$ cat src/rtl/prio_vector_capture.sv
// rtl/prio_vector_capture.sv - qualifies 8-line priority encoder outputs into a held interrupt vector
// Two-flop synchronises the encoder, debounces the winning code, presents it over valid/ack.
module prio_vector_capture #(
   parameter int unsigned STABLE_CYCLES = 3,
   parameter logic [7:0]  VEC_BASE      = 8'h20
) (
   input  logic       clk,
   input  logic       rst,
   input  logic       enable,
   input  logic       A2,
   input  logic       A1,
   input  logic       A0,
   input  logic       GS,
   input  logic       EO,
   output logic       EI_n,
   output logic [7:0] vec,
   output logic       vec_valid,
   input  logic       ack,
   output logic       missed,
   input  logic       clr_missed,
   output logic       idle
);

   localparam logic [3:0] STABLE = 4'(STABLE_CYCLES);

   typedef enum logic [1:0] {IDLE, QUALIFY, PRESENT, RELEASE} stateT;

   stateT      state;
   logic [2:0] s1Code, s2Code, cand, missCand;
   logic       s1Gs, s2Gs, s1Eo, s2Eo;
   logic [3:0] count, missCount, missNext;
   logic       watching, missHit;

   // Second qualifier: watches for a different request while one is already held
   always_comb begin
      missNext = 4'd1;
      if (missCount != 4'd0 && s2Code == missCand)
         missNext = (missCount == STABLE) ? STABLE : missCount + 4'd1;
      watching = (state == PRESENT || state == RELEASE) && !s2Gs && enable && (s2Code != cand);
      missHit  = watching && (missNext == STABLE);
   end

   always_ff @(posedge clk) begin
      if (rst) begin
         s1Code    <= 3'd0;
         s2Code    <= 3'd0;
         s1Gs      <= 1'b1;
         s2Gs      <= 1'b1;
         s1Eo      <= 1'b1;
         s2Eo      <= 1'b1;
         state     <= IDLE;
         cand      <= 3'd0;
         count     <= 4'd0;
         missCand  <= 3'd0;
         missCount <= 4'd0;
         vec       <= VEC_BASE;
         vec_valid <= 1'b0;
         missed    <= 1'b0;
         idle      <= 1'b0;
         EI_n      <= 1'b1;
      end else begin
         s1Code <= {A2, A1, A0};
         s1Gs   <= GS;
         s1Eo   <= EO;
         s2Code <= s1Code;
         s2Gs   <= s1Gs;
         s2Eo   <= s1Eo;

         EI_n <= ~enable;
         idle <= !s2Eo && s2Gs;

         if (watching) begin
            missCand  <= s2Code;
            missCount <= missNext;
         end else begin
            missCount <= 4'd0;
         end

         if (missHit)
            missed <= 1'b1;
         else if (clr_missed)
            missed <= 1'b0;

         case (state)
            IDLE: begin
               if (!s2Gs && enable) begin
                  cand  <= s2Code;
                  count <= 4'd1;
                  if (STABLE == 4'd1) begin
                     vec       <= VEC_BASE + {5'b0, s2Code};
                     vec_valid <= 1'b1;
                     state     <= PRESENT;
                  end else begin
                     state <= QUALIFY;
                  end
               end
            end
            QUALIFY: begin
               if (s2Gs || !enable) begin
                  count <= 4'd0;
                  state <= IDLE;
               end else if (s2Code != cand) begin
                  cand  <= s2Code;
                  count <= 4'd1;
               end else if (count + 4'd1 == STABLE) begin
                  count     <= STABLE;
                  vec       <= VEC_BASE + {5'b0, cand};
                  vec_valid <= 1'b1;
                  state     <= PRESENT;
               end else begin
                  count <= count + 4'd1;
               end
            end
            PRESENT: begin
               if (ack && vec_valid) begin
                  vec_valid <= 1'b0;
                  state     <= RELEASE;
               end
            end
            RELEASE: begin
               // Hold off until the accepted level request is withdrawn
               if (s2Gs || s2Code != cand)
                  state <= IDLE;
            end
            default: state <= IDLE;
         endcase
      end
   end

endmodule

$ cat config.mk
export PLATFORM = sky130hd
export DESIGN_NAME = prio_vector_capture
export DESIGN_NICKNAME = d
export VERILOG_FILES = /design/src/rtl/prio_vector_capture.sv
export SDC_FILE = /design/constraint.sdc
export NUM_CORES = 1
export LEC_CHECK = 0
export CAP_MARGIN = 20
export CORE_ASPECT_RATIO = 0.6
export CORE_UTILIZATION = 30
export DETAILED_ROUTE_END_ITERATION = 16
export GPL_TIMING_DRIVEN = 0
export PLACE_DENSITY = 0.59
export SLEW_MARGIN = 20
export SYNTH_ARGS = -nofsm -noshare
export SYNTH_HDL_FRONTEND = slang
export SYNTH_SLANG_ARGS = --single-unit
$ cat constraint.sdc
create_clock -name clk -period 3.5 [get_ports clk]
set_clock_uncertainty 0.05 [all_clocks]
set_input_delay 0.525 -clock clk [delete_from_list [all_inputs] [get_ports clk]]
set_output_delay 0.525 -clock clk [all_outputs]
set_load 0.05 [all_outputs]
==> run summary, run 1 <==
Comb pwr share: 12.0%
Post-Syn Area: 1540 um^2
Most common flop cell mapped by yosys: dfxtp_1
RSZ-0062 raised after global routing: false
Vias in the first global route: 986
Worst vdd ir: 0.000212 V
Clock network power share: 36.6%
Post-CTS setup buffer count: 0
Post-DP HPWL: 2.14 mm
Top delay family on crit path: simple AND/OR/NAND/NOR gates
Via density: 4.45
Hold Crit Class: reg2reg
Routed vias: 1130
Die Span X: 94.4 um
Pwr Total: 0.768 mW
Yosys reg bits: 33
Switch Pwr: 0.206 mW
Worst-Skew Late Latency: 0.29 ns
Gr usage total: 12.1%
Lkg Pwr: 0.761 nW
CTS H-Tree Depth: 2
Status: completed
First-pass GRT wire length: 4.86 mm
Cell count after synthesis: 164
Final net count: 209
Iteration count of the initial detailed-routing pass: 4
Gpl congestion: 0.779
CTS tree: yes
# IOs: 22
Crit path capture type: register
Avg WL per Cell: 11.0 um
Distinct cells, synth: 40
Final TNS setup: 0 ns
Clock sinks: 33
Period utilization: 65.0%
CP startpoint kind: input pin
Max incr delay on CP: 0.51 ns
MaxCap Viol Count: 0
CP Buf/Inv Count: 1
Overall die height: 57.4 um
ANT cells: 0
Fin. Hold Viols: 0
Slew Limit Fails: 0
Num rows: 19
Clock Tree Root: clkbuf_8
DRC: 0
Largest net degree at the start of global routing: 12
ANT nets after route: 0
Die area: 5420 um^2
Top cells by area, synth: dfxtp_1, ha_1, mux2i_1, nor2_1, xor2_1
Slew Limit Headroom: 50.6%
Signal arrival time at the worst endpoint: 2.46 ns
Starting Density: 32.5%
Dpl ws: 0.923 ns
Count leader, synth: dfxtp_1
Core ar.: 4730 um^2
Final WS setup: 1.22 ns
Critical Path Slowest Stage Cell: clkdlybuf4s50_1
Post-Syn Area per Cell: 9.36 um^2
Hold Buf Count CTS: 0
Post-synth EDFFs: 0
Tmin final: 2.28 ns
Async set-reset flop share out of synthesis: 0%
Post-CTS Resized: 0
Largest area contributor in the netlist: dfxtp_1
WP data required: 3.68 ns
Ys Warns: 0
Grt ovf: 0
Maximum clock frequency: 439 MHz
Part of the power in registers: 51.4%
Yosys top cell area share: 43.0%
Initial antenna violation count: 0
IO Port Bufs: 16
Switching share of total power: 26.8%
Top post-synthesis cells by count: dfxtp_1, nor2_1, ha_1, mux2i_1
P per Cell Area: 410 nW/um^2
Count of final setup violators: 0
Clock slew at reported path FFs: 0.07 ns
Routed WL: 2.80 mm
Layout Area Growth over Synthesis: 21.9%
Post-synthesis sequential area ratio: 43.0%
Slew @ Worst Pin: 0.723 ns
DR iter-0 viols: 37
CP max FO: 6
Layout cell share with drive strength beyond 1: 12.6%
WS Path Type: in2reg
CTS buffer count: 5
Bufs on Longest Clock Path: 2
Internal cell power: 0.562 mW
Crit-path cells: clkdlybuf4s50_1 > nor2b_1 > o21ai_0 > nor2_1 > and4bb_2 > a32o_1
registers in the layout (all words and copies together) (netlist names), 3 cells and up, named ones only:
name	count
count	4
missCount	4
cand	3
missCand	3
s1Code	3
s2Code	3
vec	3
worst reg2reg max path: cells and delay by family, from the launching register on:
family | cells | cell delay [ns]
adders and majority gates | 1 | 0.21
buffers and inverters | 2 | 0.24
and+or+nand+nor | 3 | 0.38
AOI/OAI and AO/OA | 1 | 0.41
muxes | 1 | 0.20
DFF | 1 | 0.43
logic make-up (layout without fill, tap and decap cells):
group           after synthesis  in the layout  share of synthesized area [%]
compound gates               28             28                           13.1
xor+xnor                      7              7                           3.99
fa+ha+maj                     9              9                           7.34
buf+inv                      17             41                           5.95
flops                        33             33                           43.0
mux                          10             10                           6.60
other cells                   2              5                          0.489
simple gates                 58             58                           19.5
power groups by stage:
| stage | Combinational (mW) | Sequential [mW] | Clock, mW |
|---|---|---|---|
| floorplan | 0.0576 | 0.410 | 0 |
| global placement | 0.0918 | 0.403 | 0 |
| detailed placement | 0.0921 | 0.404 | 0 |
| CTS | 0.0924 | 0.395 | 0.292 |
| global route | 0.100 | 0.397 | 0.308 |
| finish | 0.0922 | 0.395 | 0.281 |
through the flow:
stage               instances  util [%]  cell area [um^2]  hold slack [ns]
floorplan                 167         -              1550            0.322
global placement          246      37.7              1790            0.341
detailed placement        246      37.7              1790            0.347
CTS                       254      39.6              1870            0.362
global route              254      39.6              1870            0.371
finish                    254      39.6              1870            0.355
final timing paths:
path         depth (start not counted)  slack, ns      to      from
max                                  6       1.22  missed    enable
min reg2reg                          1       0.36    idle      s2Eo
max reg2reg                          8       1.46  vec[1]  count[0]
min                                  1       0.36    idle      s2Eo
layer usage:
layer | share of wire, % | global-route usage (%)
met5 | 0 | 0
met4 | 1.4 | 5.27
met3 | 4.7 | 4.80
met2 | 35 | 13.9
met1 | 59 | 18.7
area by class of cell:
cell class                 instances  area, um^2
tap                               63        78.8
sequential                        33         661
timing repair buffer              16         160
clock inverter                     3        17.5
multi-input combinational        117         795
clock buffer                       5        68.8
buffer                            10        65.1
inverter                           7        26.3
fill                             476        2860
layout by cell type (no fill, tap or decap), types with 4 or more instances in the layout:
cell type | Yosys | layout
nor2b_1 | 8 | 8
buf_4 | 5 | 5
or2_2 | 4 | 4
inv_1 | 7 | 7
clkbuf_8 | 0 | 5
ha_1 | 9 | 9
o21ai_0 | 4 | 4
conb_1 | 2 | 5
xor2_1 | 7 | 7
nand2_1 | 8 | 8
dfxtp_1 | 33 | 33
clkdlybuf4s50_1 | 0 | 16
a311oi_1 | 4 | 4
nor3_1 | 4 | 4
nor2_1 | 20 | 20
a21oi_1 | 6 | 6
mux2i_1 | 9 | 9
(Power assumes the default switching activity.)
==> run 2: changes to the inputs <==
Clock period 3.5 ns to 2.1 ns, I/O delays scaled along.
==> run 2 against run 1 <==
Compared with the run above:
- combinational power up 67%
- final cell count did not move
- global-route usage stayed put
- sequential share of layout area is 0.51 points lower
- first-iteration DRC count rose by 14%
- sequential power is 67% higher
- critical path type is now reg2reg
- largest power group unchanged
==> run summary, run 2 (synthesis gave the netlist of run 1 again) <==
Status: completed (unchanged)
Switch Pwr: 0.342 mW (was 0.206 mW)
Crit path capture type: register (unchanged)
Post-CTS Resized: 0 (unchanged)
Period utilization: 92.5%
Slew Limit Headroom: 61.8% (was 50.6%)
Clock network power share: 36.5% (was 36.6%)
Routed WL: 2.83 mm (was 2.80 mm)
P per Cell Area: 673 nW/um^2 (was 410 nW/um^2)
Die area: 5420 um^2 (unchanged)
Switching share of total power: 26.8% (about the same)
First-pass GRT wire length: 4.86 mm (unchanged)
Die Span X: 94.4 um (unchanged)
Largest regs: count (4), missCount (4) (unchanged)
Signal arrival time at the worst endpoint: 2.06 ns (was 2.46 ns)
Iteration count of the initial detailed-routing pass: 4 (unchanged)
Utilization after layout: 40.1% (was 39.6%)
Worst reg2reg path endpoint: vec[1] (unchanged)
Most frequent cells in the layout: dfxtp_1, nor2_1, clkdlybuf4s50_1 (unchanged)
Internal cell power: 0.937 mW (was 0.562 mW)
Area of the multi-input gates: 822 um^2 (was 795 um^2)
Bufs on Longest Clock Path: 2 (unchanged)
CP max FO: 8 (was 6)
WHS: 0.356 ns (was 0.355 ns)
CTS H-Tree Depth: 2 (unchanged)
Lkg Pwr: 0.767 nW (was 0.761 nW)
CP startpoint: s2Code[0] (was enable)
DR iter-0 viols: 42 (was 37)
Tmin final: 1.94 ns
Num rows: 19 (unchanged)
Starting Density: 32.5% (unchanged)
Initial antenna violation count: 0 (unchanged)
CTS buffer count: 5 (unchanged)
CTS tree: yes (unchanged)
Routed vias: 1143 (was 1130)
R2R Path Start: s2Code[0] (was count[0])
Count of final setup violators: 0 (unchanged)
Sequential cell area: 661 um^2 (unchanged)
Grt ovf: 0 (unchanged)
MaxCap Viol Count: 0 (unchanged)
Worst vdd ir: 0.000353 V (was 0.000212 V)
RSZ-0062 raised after global routing: false (unchanged)
Hold Crit Class: reg2reg (unchanged)
Vias in the first global route: 986 (unchanged)
Gr usage total: 12.1% (unchanged)
Final WS setup: 0.158 ns (was 1.22 ns)
Worst-Skew Late Latency: 0.29 ns (about the same)
Comb pwr share: 12.1% (was 12.0%)
Post-CTS setup buffer count: 0 (unchanged)
IO Port Bufs: 16 (unchanged)
Clock slew at reported path FFs: 0.07 ns (about the same)
ANT cells: 0 (unchanged)
Part of the power in registers: 51.5% (was 51.4%)
# IOs: 22 (unchanged)
Final TNS setup: 0 ns (unchanged)
Dpl ws: -0.267 ns (was 0.923 ns)
Slew @ Worst Pin: 0.571 ns (was 0.723 ns)
Layout cell share with drive strength beyond 1: 14.7% (was 12.6%)
Avg WL per Cell: 11.1 um (was 11.0 um)
Clock sinks: 33 (unchanged)
Fin. Hold Viols: 0 (unchanged)
Hold Buf Count CTS: 0 (unchanged)
CP startpoint kind: register (was input pin)
Filler cells: 473 (was 476)
Last element of the critical path: vec[1] (was missed)
Slew Limit Fails: 0 (unchanged)
ANT nets after route: 0 (unchanged)
WP data required: 2.22 ns (was 3.68 ns)
Commonest non-fill, non-tap cell in the layout: dfxtp_1 (unchanged)
Core ar.: 4730 um^2 (unchanged)
Post-DP HPWL: 2.14 mm (unchanged)
Gpl congestion: 0.779 (unchanged)
Overall die height: 57.4 um (unchanged)
Via density: 4.50 (was 4.45)
Clock Tree Root: clkbuf_8 (unchanged)
Reg2reg path depth: 7 (was 8)
Worst R2R Setup Slack: 0.16 ns (was 1.46 ns)
Largest net degree at the start of global routing: 12 (unchanged)
Layout Area Growth over Synthesis: 23.7% (was 21.9%)
Maximum clock frequency: 515 MHz
DRC: 0 (unchanged)
Final net count: 209 (unchanged)
WS Path Type: reg2reg (was in2reg)
[run 2: worst max-delay path, cell delays in order, from the launching register on]
cell and delay (ns):
dfxtp_1 0.42, xor2_1 0.11, or3_1 0.39, buf_6 0.15, or3_1 0.35, buf_2 0.15, mux2i_1 0.15, nor2_1 0.05
[run 2: per-stage QoR]
| stage | cell area [um^2] | power, mW | instances |
|---|---|---|---|
| 5_1_grt | 1900 | 1.34 | 254 |
| 6_report | 1900 | 1.28 | 254 |
| 3_5_place_dp | 1790 | 0.826 | 246 |
| 2_1_floorplan | 1550 | 0.779 | 167 |
| 4_1_cts | 1870 | 1.30 | 254 |
| 3_3_place_gp | 1790 | 0.825 | 246 |
[run 2: area by class of cell]
class	count	share of cell area [%]
Multi-Input combinational cell	117	43.3
Clock inverter	3	0.922
Tap cell	63	4.15
Clock buffer	5	3.62
Buffer	10	3.43
Inverter	7	1.38
Sequential cell	33	34.8
Timing Repair Buffer	16	8.43
[run 2: how the worst min path moves through the flow]
stage	slack, ns	cells past startpoint	from	end
after floorplan	0.32	1	s2Eo	idle
after global placement	0.34	1	s2Eo	idle
after detailed placement	0.35	1	s2Eo	idle
after CTS	0.36	1	s2Eo	idle
after global routing	0.37	1	s1Eo	s2Eo
final	0.36	1	s2Eo	idle
[run 2: routing by layer]
metal  vias to the layer above  wire, um  global-route usage [%]
li1                        611         -                       -
met1                       499      1650                    18.7
met2                        26       974                    13.9
met3                         7       151                    4.80
met4                         0        54                    5.27
met5                         -         0                       0
[run 2: power groups by stage]
stage	registers, mW	logic, mW	clock network, mW
final	0.658	0.154	0.466
after global routing	0.661	0.168	0.513
after CTS	0.658	0.154	0.486
after detailed placement	0.673	0.154	0
after global placement	0.672	0.153	0
after floorplan	0.683	0.0960	0
==> run 3: changes to the inputs <==
Settings changed: CORE_MARGIN from default to 5.
==> run 3 against run 2 <==
Compared with the run above:
- worst hold slack got worse by 0.0074 ns
- largest power group unchanged
- highest routed layer unchanged
- critical path type unchanged
- sequential share of layout area decreased by 0.39 points
- largest cell class unchanged
- critical path depth decreased by 1
- clock power increased by 21%
==> run summary, run 3 (synthesis gave the netlist of run 1 again) <==
Dpl cells: 249 (was 246)
First-pass GRT wire length: 5.24 mm (was 4.86 mm)
Worst vdd ir: 0.000412 V (was 0.000353 V)
MaxCap Viol Count: 0 (unchanged)
Post-CTS setup buffer count: 0 (unchanged)
Core ar.: 5000 um^2 (was 4730 um^2)
Clock slew at reported path FFs: 0.07 ns (about the same)
Iteration count of the initial detailed-routing pass: 4 (unchanged)
Pwr Total: 1.38 mW (was 1.28 mW)
Initial antenna violation count: 0 (unchanged)
CP startpoint kind: register (unchanged)
CTS buffer count: 5 (unchanged)
Fin. Hold Viols: 0 (unchanged)
WS Path Type: reg2reg (unchanged)
Period utilization: 92.5% (about the same)
Grt ovf: 0 (unchanged)
Clock Tree Root: clkbuf_8 (unchanged)
ANT nets after route: 0 (unchanged)
Slew Limit Fails: 0 (unchanged)
Signal arrival time at the worst endpoint: 2.07 ns (was 2.06 ns)
Most frequent cells in the layout: dfxtp_1, nor2_1, clkdlybuf4s50_1 (unchanged)
Post-DP HPWL: 2.26 mm (was 2.14 mm)
IO Port Bufs: 16 (unchanged)
ANT cells: 0 (unchanged)
Starting Density: 30.7% (was 32.5%)
Non-Filler Instances: 256 (was 254)
Routed vias: 1135 (was 1143)
Routed WL: 2.94 mm (was 2.83 mm)
Post-CTS Resized: 0 (unchanged)
DR iter-0 viols: 33 (was 42)
Lkg Pwr: 0.777 nW (was 0.767 nW)
Die Span X: 102 um (was 94.4 um)
Crit path capture type: register (unchanged)
Slew @ Worst Pin: 0.577 ns (was 0.571 ns)
Commonest non-fill, non-tap cell in the layout: dfxtp_1 (unchanged)
Hold Crit Class: reg2reg (unchanged)
Num rows: 20 (was 19)
Largest regs: count (4), missCount (4) (unchanged)
Slew Limit Headroom: 61.5% (was 61.8%)
Avg WL per Cell: 11.5 um (was 11.1 um)
CTS H-Tree Depth: 2 (unchanged)
Final TNS setup: 0 ns (unchanged)
Bufs on Longest Clock Path: 2 (unchanged)
Via density: 4.43 (was 4.50)
Overall die height: 65.4 um (was 57.4 um)
Vias in the first global route: 1104 (was 986)
Maximum clock frequency: 515 MHz (about the same)
Largest net degree at the start of global routing: 11 (was 12)
Gr usage total: 10.1% (was 12.1%)
# IOs: 22 (unchanged)
RSZ-0062 raised after global routing: false (unchanged)
Filler cells: 518 (was 473)
Utilization after layout: 38.4% (was 40.1%)
Gpl congestion: 0.783 (was 0.779)
Worst-Skew Late Latency: 0.28 ns (was 0.29 ns)
WP data required: 2.22 ns (about the same)
Die area: 6690 um^2 (was 5420 um^2)
Layout cell share with drive strength beyond 1: 14.2% (was 14.7%)
CP max FO: 8 (unchanged)
Final net count: 209 (unchanged)
Count of final setup violators: 0 (unchanged)
Clock sinks: 33 (unchanged)
Layout Area Growth over Synthesis: 25.1% (was 23.7%)
P per Cell Area: 717 nW/um^2 (was 673 nW/um^2)
Tmin final: 1.94 ns (about the same)
DRC: 0 (unchanged)
CTS tree: yes (unchanged)
Hold Buf Count CTS: 0 (unchanged)
Status: completed (unchanged)
[run 3: through the flow]
stage	hold slack, ns	area, um^2	worst slack, ns
after detailed placement	0.338	1790	-0.256
after global routing	0.373	1920	0.00906
final	0.349	1920	0.157
after floorplan	0.322	1550	0.270
after CTS	0.351	1890	0.0172
after global placement	0.340	1790	-0.243
[run 3: worst paths after layout]
| kind | startpoint | slack [ns] | depth (start not counted) | to |
|---|---|---|---|---|
| worst max register to register | s2Code[0] | 0.16 | 6 | vec_valid |
| worst max-delay path | s2Code[0] | 0.16 | 6 | vec_valid |
| worst min register to register | s2Eo | 0.35 | 1 | idle |
| worst min-delay path | s2Eo | 0.35 | 1 | idle |
[run 3: cell type report]
type | instances | area [um^2] | area share [%]
Multi-Input combinational cell | 117 | 822 | 42.8
Buffer | 10 | 65.1 | 3.39
Tap cell | 66 | 82.6 | 4.30
Clock buffer | 5 | 68.8 | 3.58
Inverter | 7 | 26.3 | 1.37
Timing Repair Buffer | 16 | 160 | 8.34
Sequential cell | 33 | 661 | 34.4
Clock inverter | 2 | 35.0 | 1.82
[run 3: where the power goes]
| part | internal [mW] | leakage (nW) | switching [mW] |
|---|---|---|---|
| logic | 0.0653 | 0.455 | 0.0887 |
| registers | 0.643 | 0.269 | 0.0141 |
| clock network | 0.345 | 0.0540 | 0.221 |
| total | 1.05 | 0.777 | 0.324 |
[run 3: metal layers]
layer / routed length [um] / up-vias / global-route usage (%) / part of all wire, %
met4: 23 / 0 / 3.44 / 0.78
met1: 1740 / 498 / 15.3 / 59
li1: - / 610 / - / -
met3: 173 / 4 / 4.24 / 5.9
met5: 0 / - / 0 / 0
met2: 999 / 23 / 12.5 / 34
[run 3: critical path, cell delays in order (launching register included)]
cell	delay (ns)
dfxtp_1	0.35
xor2_1	0.16
or3_1	0.39
buf_6	0.15
o31ai_1	0.37
a311oi_1	0.15
a31o_2	0.23
